[config.mk]
export PLATFORM = sky130hd
export DESIGN_NAME = mips_mem_arbiter_flat
export DESIGN_NICKNAME = d
export VERILOG_FILES = /design/src/rtl/mips_mem_arbiter_if.sv /design/src/rtl/mips_mem_arbiter.sv /design/src/flat_wrapper.sv
export SDC_FILE = /design/constraint.sdc
export NUM_CORES = 1
export LEC_CHECK = 0
export ABC_AREA = 1
export CORE_MARGIN = 10
export CORE_UTILIZATION = 30
export DETAILED_ROUTE_END_ITERATION = 6
export PLACE_DENSITY = 0.6
export SLEW_MARGIN = 20
export SYNTH_ARGS = -nofsm -noshare
export SYNTH_HDL_FRONTEND = slang
export SYNTH_SLANG_ARGS = --single-unit
[constraint.sdc]
create_clock -name clock_1 -period 2.1 [get_ports clock_1]
set_input_delay 0.315 -clock clock_1 [delete_from_list [all_inputs] [get_ports clock_1]]
set_output_delay 0.315 -clock clock_1 [all_outputs]
set_load 0.05 [all_outputs]
[src/rtl/mips_mem_arbiter_if.sv]
// mips_mem_arbiter_if: bundles the fetch, data and memory buses of the
// shared I/D memory arbiter.
//   halt                            : stall new grants
//   if_req/if_addr/if_gnt           : fetch request and grant
//   if_rdata/if_valid               : fetched word and its pulse
//   dm_req/dm_we/dm_addr/dm_wdata   : data request (load/store)
//   dm_gnt/dm_rdata/dm_valid        : data grant, load data, done pulse
//   mem_en/mem_we/mem_addr/mem_wdata: memory strobe and write port
//   mem_rdata                       : memory read data
//   busy                            : arbiter not idle
// slave = arbiter side, master = pipeline/memory side.
interface mips_mem_arbiter_if #(
   parameter int ADDR_W = 10,
   parameter int DATA_W = 32
);
   logic              halt;
   logic              if_req;
   logic [ADDR_W-1:0] if_addr;
   logic              if_gnt;
   logic [DATA_W-1:0] if_rdata;
   logic              if_valid;
   logic              dm_req;
   logic              dm_we;
   logic [ADDR_W-1:0] dm_addr;
   logic [DATA_W-1:0] dm_wdata;
   logic              dm_gnt;
   logic [DATA_W-1:0] dm_rdata;
   logic              dm_valid;
   logic              mem_en;
   logic              mem_we;
   logic [ADDR_W-1:0] mem_addr;
   logic [DATA_W-1:0] mem_wdata;
   logic [DATA_W-1:0] mem_rdata;
   logic              busy;

   modport slave (
      input  halt, if_req, if_addr,
      input  dm_req, dm_we, dm_addr, dm_wdata,
      input  mem_rdata,
      output if_gnt, if_rdata, if_valid,
      output dm_gnt, dm_rdata, dm_valid,
      output mem_en, mem_we, mem_addr, mem_wdata,
      output busy
   );

   modport master (
      output halt, if_req, if_addr,
      output dm_req, dm_we, dm_addr, dm_wdata,
      output mem_rdata,
      input  if_gnt, if_rdata, if_valid,
      input  dm_gnt, dm_rdata, dm_valid,
      input  mem_en, mem_we, mem_addr, mem_wdata,
      input  busy
   );
endinterface

[src/rtl/mips_mem_arbiter.sv]
// mips_mem_arbiter: shares one fixed-latency synchronous memory between
// the fetch stage and the MEM stage, data first with a starvation guard.
//   clock_1 : clock, all state on posedge
//   reset   : synchronous, active-high
//   bus     : mips_mem_arbiter_if.slave (requesters + memory)
module mips_mem_arbiter #(
   parameter int ADDR_W     = 10,
   parameter int DATA_W     = 32,
   parameter int MEM_LAT    = 2,
   parameter int STARVE_MAX = 4
) (
   input  logic                clock_1,
   input  logic                reset,
   mips_mem_arbiter_if.slave   bus
);
   localparam int SW = $clog2(STARVE_MAX + 1);

   typedef enum logic [1:0] {
      S_IDLE,
      S_ISSUE,
      S_WAIT,
      S_DONE
   } state_t;

   state_t            r_state;
   state_t            w_next;
   logic              r_owner_dm;
   logic              r_we;
   logic [ADDR_W-1:0] r_addr;
   logic [DATA_W-1:0] r_wdata;
   logic [2:0]        r_wait_cnt;
   logic [SW-1:0]     r_starve_cnt;
   logic [DATA_W-1:0] r_if_rdata;
   logic [DATA_W-1:0] r_dm_rdata;

   logic w_if_gnt;
   logic w_dm_gnt;
   logic w_starved;
   logic w_mem_en;
   logic w_done;
   logic w_capture;

   assign w_starved = (r_starve_cnt == SW'(STARVE_MAX));

   always_comb begin
      w_next   = r_state;
      w_if_gnt = 1'b0;
      w_dm_gnt = 1'b0;
      unique case (r_state)
         S_IDLE: begin
            if (!reset && !bus.halt) begin
               // data wins unless fetch has waited out the guard
               if (bus.dm_req && !(bus.if_req && w_starved))
                  w_dm_gnt = 1'b1;
               else if (bus.if_req)
                  w_if_gnt = 1'b1;
            end
            if (w_if_gnt || w_dm_gnt)
               w_next = S_ISSUE;
         end
         S_ISSUE: w_next = r_we ? S_DONE : S_WAIT;
         S_WAIT: begin
            if (r_wait_cnt == 3'd1)
               w_next = S_DONE;
         end
         S_DONE:  w_next = S_IDLE;
         default: w_next = S_IDLE;
      endcase
   end

   // last WAIT cycle is exactly MEM_LAT after mem_en
   assign w_capture = (r_state == S_WAIT) &&
                      (r_wait_cnt == 3'd1);

   always_ff @(posedge clock_1) begin
      if (reset) begin
         r_state      <= S_IDLE;
         r_owner_dm   <= 1'b0;
         r_we         <= 1'b0;
         r_addr       <= '0;
         r_wdata      <= '0;
         r_wait_cnt   <= '0;
         r_starve_cnt <= '0;
         r_if_rdata   <= '0;
         r_dm_rdata   <= '0;
      end else begin
         r_state <= w_next;
         if (w_if_gnt || w_dm_gnt) begin
            r_owner_dm <= w_dm_gnt;
            r_we       <= w_dm_gnt & bus.dm_we;
            r_addr     <= w_dm_gnt ? bus.dm_addr
                                   : bus.if_addr;
            r_wdata    <= w_dm_gnt ? bus.dm_wdata
                                   : '0;
         end
         if (!bus.if_req || w_if_gnt)
            r_starve_cnt <= '0;
         else if (w_dm_gnt && !w_starved)
            r_starve_cnt <= r_starve_cnt + 1'b1;
         if (r_state == S_ISSUE)
            r_wait_cnt <= 3'(MEM_LAT);
         else if (r_state == S_WAIT)
            r_wait_cnt <= r_wait_cnt - 3'd1;
         if (w_capture) begin
            if (r_owner_dm)
               r_dm_rdata <= bus.mem_rdata;
            else
               r_if_rdata <= bus.mem_rdata;
         end
      end
   end

   // reset suppresses strobes and pulses in the cycle it is applied
   assign w_mem_en = (r_state == S_ISSUE) && !reset;
   assign w_done   = (r_state == S_DONE) && !reset;

   assign bus.if_gnt    = w_if_gnt;
   assign bus.dm_gnt    = w_dm_gnt;
   assign bus.mem_en    = w_mem_en;
   assign bus.mem_we    = w_mem_en & r_we;
   assign bus.mem_addr  = w_mem_en ? r_addr : '0;
   assign bus.mem_wdata = w_mem_en ? r_wdata : '0;
   assign bus.if_valid  = w_done & ~r_owner_dm;
   assign bus.dm_valid  = w_done & r_owner_dm;
   assign bus.if_rdata  = r_if_rdata;
   assign bus.dm_rdata  = r_dm_rdata;
   assign bus.busy      = (r_state != S_IDLE);
endmodule

[src/flat_wrapper.sv]
// flat-port wrapper written by rule: the top's interface ports become plain ports
module mips_mem_arbiter_flat 
#(
   parameter int ADDR_W     = 10,
   parameter int DATA_W     = 32,
   parameter int MEM_LAT    = 2,
   parameter int STARVE_MAX = 4
)
  (clock_1, reset, bus_halt, bus_if_req, bus_if_addr, bus_dm_req, bus_dm_we, bus_dm_addr, bus_dm_wdata, bus_mem_rdata, bus_if_gnt, bus_if_rdata, bus_if_valid, bus_dm_gnt, bus_dm_rdata, bus_dm_valid, bus_mem_en, bus_mem_we, bus_mem_addr, bus_mem_wdata, bus_busy);
  mips_mem_arbiter_if #(.ADDR_W(ADDR_W), .DATA_W(DATA_W)) bus_i ();
  input  logic clock_1;
  input  logic reset;
  input wire logic [$bits(bus_i.halt)-1:0] bus_halt;
  input wire logic [$bits(bus_i.if_req)-1:0] bus_if_req;
  input wire logic [$bits(bus_i.if_addr)-1:0] bus_if_addr;
  input wire logic [$bits(bus_i.dm_req)-1:0] bus_dm_req;
  input wire logic [$bits(bus_i.dm_we)-1:0] bus_dm_we;
  input wire logic [$bits(bus_i.dm_addr)-1:0] bus_dm_addr;
  input wire logic [$bits(bus_i.dm_wdata)-1:0] bus_dm_wdata;
  input wire logic [$bits(bus_i.mem_rdata)-1:0] bus_mem_rdata;
  output wire logic [$bits(bus_i.if_gnt)-1:0] bus_if_gnt;
  output wire logic [$bits(bus_i.if_rdata)-1:0] bus_if_rdata;
  output wire logic [$bits(bus_i.if_valid)-1:0] bus_if_valid;
  output wire logic [$bits(bus_i.dm_gnt)-1:0] bus_dm_gnt;
  output wire logic [$bits(bus_i.dm_rdata)-1:0] bus_dm_rdata;
  output wire logic [$bits(bus_i.dm_valid)-1:0] bus_dm_valid;
  output wire logic [$bits(bus_i.mem_en)-1:0] bus_mem_en;
  output wire logic [$bits(bus_i.mem_we)-1:0] bus_mem_we;
  output wire logic [$bits(bus_i.mem_addr)-1:0] bus_mem_addr;
  output wire logic [$bits(bus_i.mem_wdata)-1:0] bus_mem_wdata;
  output wire logic [$bits(bus_i.busy)-1:0] bus_busy;
  assign bus_i.halt = bus_halt;
  assign bus_i.if_req = bus_if_req;
  assign bus_i.if_addr = bus_if_addr;
  assign bus_i.dm_req = bus_dm_req;
  assign bus_i.dm_we = bus_dm_we;
  assign bus_i.dm_addr = bus_dm_addr;
  assign bus_i.dm_wdata = bus_dm_wdata;
  assign bus_i.mem_rdata = bus_mem_rdata;
  assign bus_if_gnt = bus_i.if_gnt;
  assign bus_if_rdata = bus_i.if_rdata;
  assign bus_if_valid = bus_i.if_valid;
  assign bus_dm_gnt = bus_i.dm_gnt;
  assign bus_dm_rdata = bus_i.dm_rdata;
  assign bus_dm_valid = bus_i.dm_valid;
  assign bus_mem_en = bus_i.mem_en;
  assign bus_mem_we = bus_i.mem_we;
  assign bus_mem_addr = bus_i.mem_addr;
  assign bus_mem_wdata = bus_i.mem_wdata;
  assign bus_busy = bus_i.busy;
  mips_mem_arbiter #(.ADDR_W(ADDR_W), .DATA_W(DATA_W), .MEM_LAT(MEM_LAT), .STARVE_MAX(STARVE_MAX)) u_core (.clock_1(clock_1), .reset(reset), .bus(bus_i));
endmodule
=== After elaboration in Yosys (flattened, before gate mapping) ===
Index checks and enable logic that the tools add are counted.

* Word-level logic and storage cells: 66
* Input bits: 90
* Flip-flop bits (word level): 116

* Bitwise logic cells: 5
* Add/subtract/negate cells: 2
* Reduce and logical (&&, ||, !) cells: 23
* Eq/ne operators: 7
* Muxes and demuxes: 19

{| class="wikitable"
|+ Operators by type and width
! kind !! number
|-
| $mux 32 || 2
|-
| $mux 10 || 2
|-
| $mux 1 || 10
|-
| $mux 2 || 4
|-
| $pmux 2 s4 || 1
|-
| $logic_and 1x1->1 || 7
|-
| $reduce_and 2->1 || 3
|-
| $logic_not 1->1 || 5
|-
| $and 1x1->1 || 4
|-
| $eq 2x2->1 const B || 2
|-
| $ne 2x1->1 const B || 2
|-
| $reduce_bool 2->1 || 2
|-
| $reduce_or 2->1 || 2
|-
| $add 3x1->3 const B || 1
|-
| $eq 3x1->1 const B || 1
|-
| $eq 3x3->1 const B || 1
|-
| $logic_or 1x1->1 || 3
|-
| $sub 3x1->3 const B || 1
|-
| $eq 2x1->1 const B || 1
|-
| $logic_not 2->1 || 1
|-
| $not 1->1 || 1
|}

=== Depth between registers and ports, before layout ===
* Word-level depth: 10
* Mapped depth: 10

=== Least setup slack after synthesis ===
Ideal clock, no wire load.

* Path kind: register -> output
* Start: register u_core.r_state[1]
* End: output port bus_mem_addr[0]
* Slack: -0.769 ns
* Required time: 1.785 ns
* Stages on the path, launching flop included: 8
* Path buffers: 1
* Arrival: 2.554 ns
* Cell sequence: dfxtp_1 inv_1 ha_1 inv_1 nor2_1 clkinv_1 clkbuf_1 nor2_1

* Cells in the longest elaborated chain, start to end: 3

{| class="wikitable"
|+ RTL lines
! what !! RTL line !! RTL
|-
| from (decl) || mips_mem_arbiter.sv:25 || <nowiki>state_t r_state;</nowiki>
|-
| from (signal assigned) || mips_mem_arbiter.sv:87 || <nowiki>r_state <= w_next;</nowiki>
|-
| $eq 2x1->1 || mips_mem_arbiter.sv:114 || <nowiki>assign w_mem_en = (r_state == S_ISSUE) && !reset;</nowiki>
|-
| $logic_and 1x1->1 || mips_mem_arbiter.sv:114 ||
|-
| named net bus_mem_en || flat_wrapper.sv:27 || <nowiki>output wire logic [$bits(bus_i.mem_en)-1:0] bus_mem_en;</nowiki>
|-
| $mux 10 || mips_mem_arbiter.sv:121 || <nowiki>assign bus.mem_addr = w_mem_en ? r_addr : '0;</nowiki>
|-
| to (decl) || flat_wrapper.sv:29 || <nowiki>output wire logic [$bits(bus_i.mem_addr)-1:0] bus_mem_addr;</nowiki>
|}

The timed path passes the listed nets, and every way through them passes these cells.

=== Worst setup path after layout ===
* Start: register u_core.r_state[1]
* End: output port bus_mem_wdata[9]

* Cells in the longest elaborated chain, start to end: 3

{| class="wikitable"
|+ RTL lines
! what !! RTL line !! RTL
|-
| $eq 2x1->1 || mips_mem_arbiter.sv:114 ||
|-
| $logic_and 1x1->1 || mips_mem_arbiter.sv:114 ||
|-
| $mux 32 || mips_mem_arbiter.sv:122 || <nowiki>assign bus.mem_wdata = w_mem_en ? r_wdata : '0;</nowiki>
|-
| to (decl) || flat_wrapper.sv:30 || <nowiki>output wire logic [$bits(bus_i.mem_wdata)-1:0] bus_mem_wdata;</nowiki>
|}

No other way between the ends.

==> run metrics <==
Setup crit end bus_mem_wdata[9]; die width 148 µm; CP max stage delay 330 ps; Setup violations, final 0; number of cells on the critical path 8; fin area 8360 µm²; clock slew at reported path FFs 60 ps; Max clock buf depth 2; maximum VDD drop about 0.48 mV; Post-synth top flop dfxtp_1; sequential area share after synthesis 47.0%; share of cells above drive strength 1 between 20% and 30%; total number of vias about 4800; Fmax around 490 MHz; TritonCTS Buffers 17; Synth cell types 27; Post-synth EDFFs 0; Worst R2R Path Depth 6; Final Hold Fails 0; Syn Area/Cell 7.24 µm²; Yosys top cell by area dfxtp_1; TritonCTS clock tree yes; Port Buf Inserts a little over 200; Worst Setup End Kind output pin; Slew Viols, Final 0; Synth top area share 47.0%; crit path DAT 1730 ps; most common cell after layout, fill and taps aside clkdlybuf4s50_1; worst hold path type in2reg; Critical Path RT 1780 ps; first-pass GRT wire length approximately 25000 µm; critical path's top delay family buffers and inverters; status finished clean; Critical Path Start u_core.r_state[1]; Mapped Area 4940 µm²; Nets about 990; Placed Instances 1076; DR vias/cell 4.32; gr usage total 14.1%; die area 22000 µm²; Syn Inst Count 682; global placer's final weighted congestion 0.757; final worst slack 56.0 ps; die span in y about 150 µm; syn_nets 780; gr ovfl total 0; clk_skew 9.12 ps; # IOs 203; crit path time final about 2000 ps; Ys Warns 0; final hold slack 279 ps; drt drc 0; Post-DP HPWL 11100 µm; Place WS around 200 ps; slowest CP cell dfxtp_2; CP Launch Type flop; Final Power 0.00697 W; Synth area leaders dfxtp_1 47%, inv_1 8.6%, nand2_1 8.6%, nor2_1 8.6%, a21oi_1 7.2%; LEAKAGE 3.00 nW; flop2flop setup slack 380 ps; antenna violations before repair 0; final wirelength 15900 µm; CP Class reg2out; Rows 46; async set-or-reset flop fraction in the synthesized netlist 0%; Final Non-Filler Cells ~1100; Reg-to-Reg End u_core.bus.if_rdata[28]; DRT Pass-1 Iters 5; Placed Area 7520 µm²; Layout area overhead 69.3%; Seq cells post-synth about 120; 1st-iter DRT viols 188; Critical R2R Launch u_core.r_state[0]; CTS Root Cell clkbuf_16; power per cell area 834 nW/µm²; Core ar. roughly 16000 µm²; Worst-Margin Slew 608 ps; Antenna Nets Post-Route 0; H-tree depth 4; RSZ-0062 raised after global routing yes; Max-slew headroom 59.4%; worst path cell trace inv_4 -> ha_4 -> inv_4 -> nor2_4 -> inv_8 -> clkbuf_16 -> nor2_4 -> buf_6; CTS sink count 116; Starting Density 30.9%; MaxCap Viol Count 0; vias in the first global route 4707; final period utilization 97.3%; largest net degree at the start of global routing 71; crit-path max FO 5; CP bufs+invs 5; worst skew pair latency 400 ps; ant diodes 0; DR WL/cell 14.2 µm; most frequent cells in the layout 152 x clkdlybuf4s50_1, 114 x dfxtp_1, 113 x nand2_1
registers in the layout (all words and copies together) (netlist names):
name and flops:
u_core.r_wdata 32, u_core.r_state 2, u_core.r_owner_dm 1, u_core.bus.if_rdata 32, u_core.r_addr 10, u_core.r_starve_cnt 3
u_core.bus.dm_rdata 32, u_core.r_wait_cnt 3, u_core.r_we 1
where the power goes:
group	switching (W)	internal, W
logic	0.00112	0.000796
registers	0.0000852	0.00235
clock network	0.000991	0.00164
cell families after synthesis:
kind of cell    Yosys count  share of synthesized area, %
simple gates            252                          21.6
fa+ha+maj                 8                          2.03
compound gates          151                          16.1
buf+inv                 155                          13.2
flops                   116                          47.0
repair_timing:
item	in CTS	in global routing
pin swaps	1	3
gates cloned	1	3
buffers inserted	2	4
setup endpoints to repair	41	41
resized for setup	16	36
hold buffers	0	0
cell usage after synthesis, types with 2 or more instances:
cell / number
nor3_1: 2
inv_2: 2
clkbuf_1: 22
inv_1: 113
a21oi_1: 71
buf_2: 4
nor2_2: 2
nand3_2: 12
ha_1: 8
a21oi_2: 9
dfxtp_1: 116
buf_6: 5
buf_4: 7
nand2_1: 113
nand3_1: 5
o21ai_0: 68
nor2_1: 113
per-layer routing:
layer | vias to the layer above | global-route usage, % | share of wire, % | routed length, µm
met5 | - | 0 | 0 | 0
met4 | 0 | 3.72 | 0.71 | 113
met3 | 9 | 9.19 | 12 | 1990
met2 | 168 | 20.4 | 43 | 6810
met1 | 2123 | 16.9 | 44 | 7000
li1 | 2527 | - | - | -
final cells by class:
cell class                      instances  area, µm²
Multi-Input combinational cell        411       2310
Timing Repair inverter                  1       6.26
Inverter                              117        464
Clock inverter                         10       85.1
Fill cell                            1561       7640
Clock buffer                           21        450
Tap cell                              216        270
Timing Repair Buffer                  225       2450
Sequential cell                       116       2320
per-stage QoR:
stage	util, %	setup TNS, ps
5_1_grt	52.3	-144
4_1_cts	50.9	0
3_3_place_gp	47.0	0
2_1_floorplan	-	-46.5
3_5_place_dp	47.0	0
6_report	52.3	0
how the worst min path moves through the flow:
| stage | from | slack, ps | depth (start not counted) | end |
|---|---|---|---|---|
| 3_5_place_dp | u_core.bus.dm_rdata[8] | 430 | 2 | u_core.bus.dm_rdata[8] |
| 6_report | reset | 280 | 2 | u_core.r_owner_dm |
| 4_1_cts | reset | 260 | 2 | u_core.r_owner_dm |
| 5_1_grt | reset | 290 | 2 | u_core.r_owner_dm |
| 2_1_floorplan | bus_dm_wdata[30] | 430 | 2 | u_core.r_wdata[30] |
| 3_3_place_gp | u_core.bus.dm_rdata[12] | 430 | 2 | u_core.bus.dm_rdata[12] |
(Power assumes the default switching activity.)
